==> config.mk <==
export PLATFORM = sky130hd
export DESIGN_NAME = sw_debounce
export DESIGN_NICKNAME = d
export VERILOG_FILES = /design/src/rtl/sw_debounce.sv
export SDC_FILE = /design/constraint.sdc
export NUM_CORES = 1
export LEC_CHECK = 0
export CAP_MARGIN = 20
export CORE_ASPECT_RATIO = 1.1
export CORE_MARGIN = 2
export CORE_UTILIZATION = 57
export DETAILED_ROUTE_END_ITERATION = 8
export DONT_BUFFER_PORTS = 1
export GPL_ROUTABILITY_DRIVEN = 1
export PLACE_DENSITY = 0.72
export REMOVE_ABC_BUFFERS = 1
export SYNTH_ARGS = -nofsm -noshare
export SYNTH_HDL_FRONTEND = slang
export SYNTH_SLANG_ARGS = --single-unit
==> constraint.sdc <==
create_clock -name clock -period 2.4 [get_ports clock]
set_input_delay 0.24 -clock clock [delete_from_list [all_inputs] [get_ports clock]]
set_output_delay 0.24 -clock clock [all_outputs]
set_load 0.03 [all_outputs]
==> src/rtl/sw_debounce.sv <==
// Slide-switch conditioning: 2-FF synchroniser, per-bit debounce, boot-time init window,
// and change reporting (pulse, wrapping event counter, valid flag).
module sw_debounce #(
  parameter int unsigned DEBOUNCE_CYCLES = 50000,
  parameter int unsigned CNT_W           = 16
) (
  input  logic        clock,
  input  logic        reset,
  input  logic [3:0]  sw_raw,
  input  logic        clr_count,
  output logic [3:0]  SW,
  output logic        sw_changed,
  output logic [15:0] change_count,
  output logic        sw_valid
);

  localparam logic [CNT_W-1:0] InitLast = CNT_W'(DEBOUNCE_CYCLES + 1);
  localparam logic [CNT_W-1:0] DbLast   = CNT_W'(DEBOUNCE_CYCLES - 1);

  logic [3:0]            sync1_q, sync1_d;
  logic [3:0]            sync2_q, sync2_d;
  logic [3:0]            sw_q, sw_d;
  logic [3:0][CNT_W-1:0] cnt_q, cnt_d;
  logic [CNT_W-1:0]      init_cnt_q, init_cnt_d;
  logic                  valid_q, valid_d;
  logic                  changed_q, changed_d;
  logic [15:0]           count_q, count_d;
  logic [3:0]            upd;
  logic                  evt;

  always_comb begin
    sync1_d    = sw_raw;
    sync2_d    = sync1_q;
    sw_d       = sw_q;
    cnt_d      = cnt_q;
    init_cnt_d = init_cnt_q;
    valid_d    = valid_q;
    upd        = '0;

    if (!valid_q) begin
      // Init window: track the synchroniser directly so boot state never looks like a change.
      sw_d       = sync2_q;
      init_cnt_d = init_cnt_q + 1'b1;
      if (init_cnt_q == InitLast) begin
        valid_d = 1'b1;
      end
    end else begin
      for (int i = 0; i < 4; i++) begin
        if (sync2_q[i] == sw_q[i]) begin
          cnt_d[i] = '0;
        end else if (cnt_q[i] == DbLast) begin
          upd[i]   = 1'b1;
          sw_d[i]  = sync2_q[i];
          cnt_d[i] = '0;
        end else begin
          cnt_d[i] = cnt_q[i] + 1'b1;
        end
      end
    end

    evt       = |upd;
    changed_d = evt;

    if (clr_count) begin
      count_d = evt ? 16'd1 : 16'd0;
    end else if (evt) begin
      count_d = count_q + 16'd1;
    end else begin
      count_d = count_q;
    end
  end

  always_ff @(posedge clock) begin
    if (reset) begin
      sync1_q    <= '0;
      sync2_q    <= '0;
      sw_q       <= '0;
      cnt_q      <= '0;
      init_cnt_q <= '0;
      valid_q    <= 1'b0;
      changed_q  <= 1'b0;
      count_q    <= '0;
    end else begin
      sync1_q    <= sync1_d;
      sync2_q    <= sync2_d;
      sw_q       <= sw_d;
      cnt_q      <= cnt_d;
      init_cnt_q <= init_cnt_d;
      valid_q    <= valid_d;
      changed_q  <= changed_d;
      count_q    <= count_d;
    end
  end

  assign SW           = sw_q;
  assign sw_changed   = changed_q;
  assign change_count = count_q;
  assign sw_valid     = valid_q;

endmodule
==> impl_metrics.toml <==
[outcome]
status = "completed"

[finish]
layout.cells.non_filler = 791
fillers = 793
register_area_um2 = 2200
final_common_cell = "dfxtp_1"
drive_gt1_frac = 0.102
layout_common_cells = "dfxtp_1 (109), nand2_1 (79), nor2_1 (61)"
multiInputGateArea_um2 = 3180
fin_nets = 685
area_delta_synth_final_pct = 11.2
diodes = 0

[global_route]
grt_pass1_wl_um = 21500
grt_pass1_vias = 4759
antenna_found_initial = 0
grt_max_degree = 80
track_usage = 0.245
overflow = 0

[detailed_routing]
via_per_inst = 6.31
routed_wl_um = 12500
drt_iter0_markers = 343
wl_per_cell_um = 15.8
drc = 0
vias = 4994
dr.pass1.iters = 6
drtAntennaViolNets = 0

[sta]
max_slew_margin = 0.591
period_share = 0.952
tightest_slew_ns = 0.613
fin_crit_ns = 2.28
hold_viol_final = 0
rsz0062_at_grt = "false"
finalSetupTns_ns = 0
finalSetupViolations = 0
finalMaxSlewViolations = 0
fmax_mhz = 438
fin_skew_ns = 0.0109

[logic_synthesis]
synth_area_um2 = 5500
synth.avg_cell_area_um2 = 8.44
synthArstFlopShare = 0
synth_flop_cell = "dfxtp_1"
ys_ff_latch = 110
synth-edff-count = 0
synthesis.instances = 652
synth-seq-area-share = 0.400
synthDistinctLibCells = 56
ys_warn_count = 0

[clock_network]
cts_root_buf = "clkbuf_8"
cts-buffers-inserted = 9
worstSkewPairLatency_ns = 0.38
cts_tree = "built"
cts_setup_buffers = 0
path_clk_slew_ns = 0.10
cts_max_level = 3
cts.sinks = 110
clockBufferDepth = 2

[die]
core_um2 = 9400
rows = 37
die_h_um = 107
die-area_um2 = 10500
start_util = 0.586
die_width_um = 97.7
ioPinCount = 29

[worst_setup_path]
critical_path_class = "flip-flop to flip-flop"
cp.required_ns = 2.70
arrival_ns = 2.59
end_kind = "flip-flop"
cp_max_fo = 10
cp-start-kind = "flip-flop"

[power]
power_density_nw_per_um2 = 501
vdd_drop_max_uv = 360
leakage_nw = 1.97

[placed_design]
place_congestion = 0.850
dp.cells = 772
io_buffer_count = 0
hpwl_um = 8100

[flow_run]
drv_cap = 0

[hold_path]
hold_class = "input port to flip-flop"
==> worst max-delay path, cell delays in order, from the launching register on <==
cell and delay [ns]:
dfxtp_1 0.32, or4b_4 0.54, or4_4 0.58, a2bb2oi_2 0.21, buf_6 0.18, a21oi_2 0.16
mux2i_1 0.23
==> synthesized netlist by cell type (all sizes together) (3+ instances only) <==
library cell  instances  area share
inv                   9      0.0061
nand4b                5      0.0080
o21ai                18       0.016
nand2b                3      0.0034
a22oi                 4      0.0055
nor3                 22       0.020
nor2                 62       0.042
o311a                 4      0.0073
a311oi               31       0.049
or3                  16       0.018
nor4bb                5      0.0091
nor4                 10       0.011
clkbuf               29       0.020
and2                  4      0.0045
and4                  3      0.0048
a31oi                 8      0.0091
and3                 22       0.025
mux2i                17       0.031
or4b                  6       0.012
xor2                 20       0.032
nor4b                 3      0.0048
a41oi                10       0.016
dfxtp               110        0.40
buf                   5      0.0036
ha                    7       0.016
a21oi                40       0.036
o41ai                 3       0.013
nor2b                10       0.011
nand3                35       0.032
nand2                79       0.054
xnor2                12       0.019
nand4                16       0.018
==> path summary, 6_finish.rpt <==
kind / startpoint / endpoint / slack, ns / depth (start not counted)
worst min register to register: sync1_q[3] / sync2_q[3] / 0.43 / 1
worst max-delay path: cnt_q[52] / change_count[15] / 0.12 / 6
worst min-delay path: reset / change_count[6] / 0.03 / 2
worst max register to register: cnt_q[52] / change_count[15] / 0.12 / 6
==> area by class of cell <==
class	instances	area share
multi-input cells	499	0.520
well taps	117	0.0239
clock inverters	1	0.00491
flip-flops and latches	110	0.360
repair buffers	42	0.0591
inverters	9	0.00552
clock buffers	13	0.0260
==> sequential cells by signal (all words and copies together), names as in the netlist <==
signal,count
cnt_q,64
sw_valid,1
SW,4
sw_changed,1
init_cnt_q,16
sync2_q,4
sync1_q,4
change_count,16
==> metrics by stage <==
stage | power (W) | setup WS [ns] | hold WS (ns) | instance area [um2] | util
global route | 0.00317 | 0.0362 | 0.0253 | 6120 | 0.651
finish | 0.00307 | 0.115 | 0.0321 | 6120 | 0.651
global placement | 0.00196 | 0.114 | 0.322 | 5810 | 0.618
CTS | 0.00310 | 0.0323 | 0.0144 | 6070 | 0.646
detailed placement | 0.00196 | 0.0109 | 0.323 | 5810 | 0.618
floorplan | 0.00194 | -1.06 | 0.309 | 5370 | -
==> metal layers <==
layer  vias up  part of all wire  GRT usage  wire length [um]
met5         -                 0          0                 0
met4         0             0.012      0.103               147
met3        12             0.049     0.0528               611
met2       120              0.48      0.396              5980
met1      2400              0.46      0.318              5750
li1       2462                 -          -                 -
==> logic make-up after synthesis <==
family	Yosys count	share of synthesized area
AND/OR/NAND/NOR	309	0.291
AO/OA/AOI/OAI	133	0.180
flip-flops	110	0.400
buffers and inverters	43	0.0296
XOR/XNOR	32	0.0509
multiplexers	18	0.0330
adder cells (fa/ha/maj)	7	0.0159
==> report_power, final <==
part / total [W] / internal, W / switching (W)
clock: 0.00112 / 0.000530 / 0.000585
combinational: 0.000104 / 0.0000411 / 0.0000632
sequential: 0.00185 / 0.00184 / 0.0000102
total: 0.00307 / 0.00241 / 0.000659
==> what timing repair did <==
| action | in CTS | in global routing |
|---|---|---|
| hold buffers | 5 | 0 |
| endpoints found under the hold margin | 79 | 0 |
| resized for setup | 1 | 10 |
| endpoints found under the setup margin | 1 | 15 |
| pin swaps | 0 | 1 |
Power figures use the tool's default switching activity.
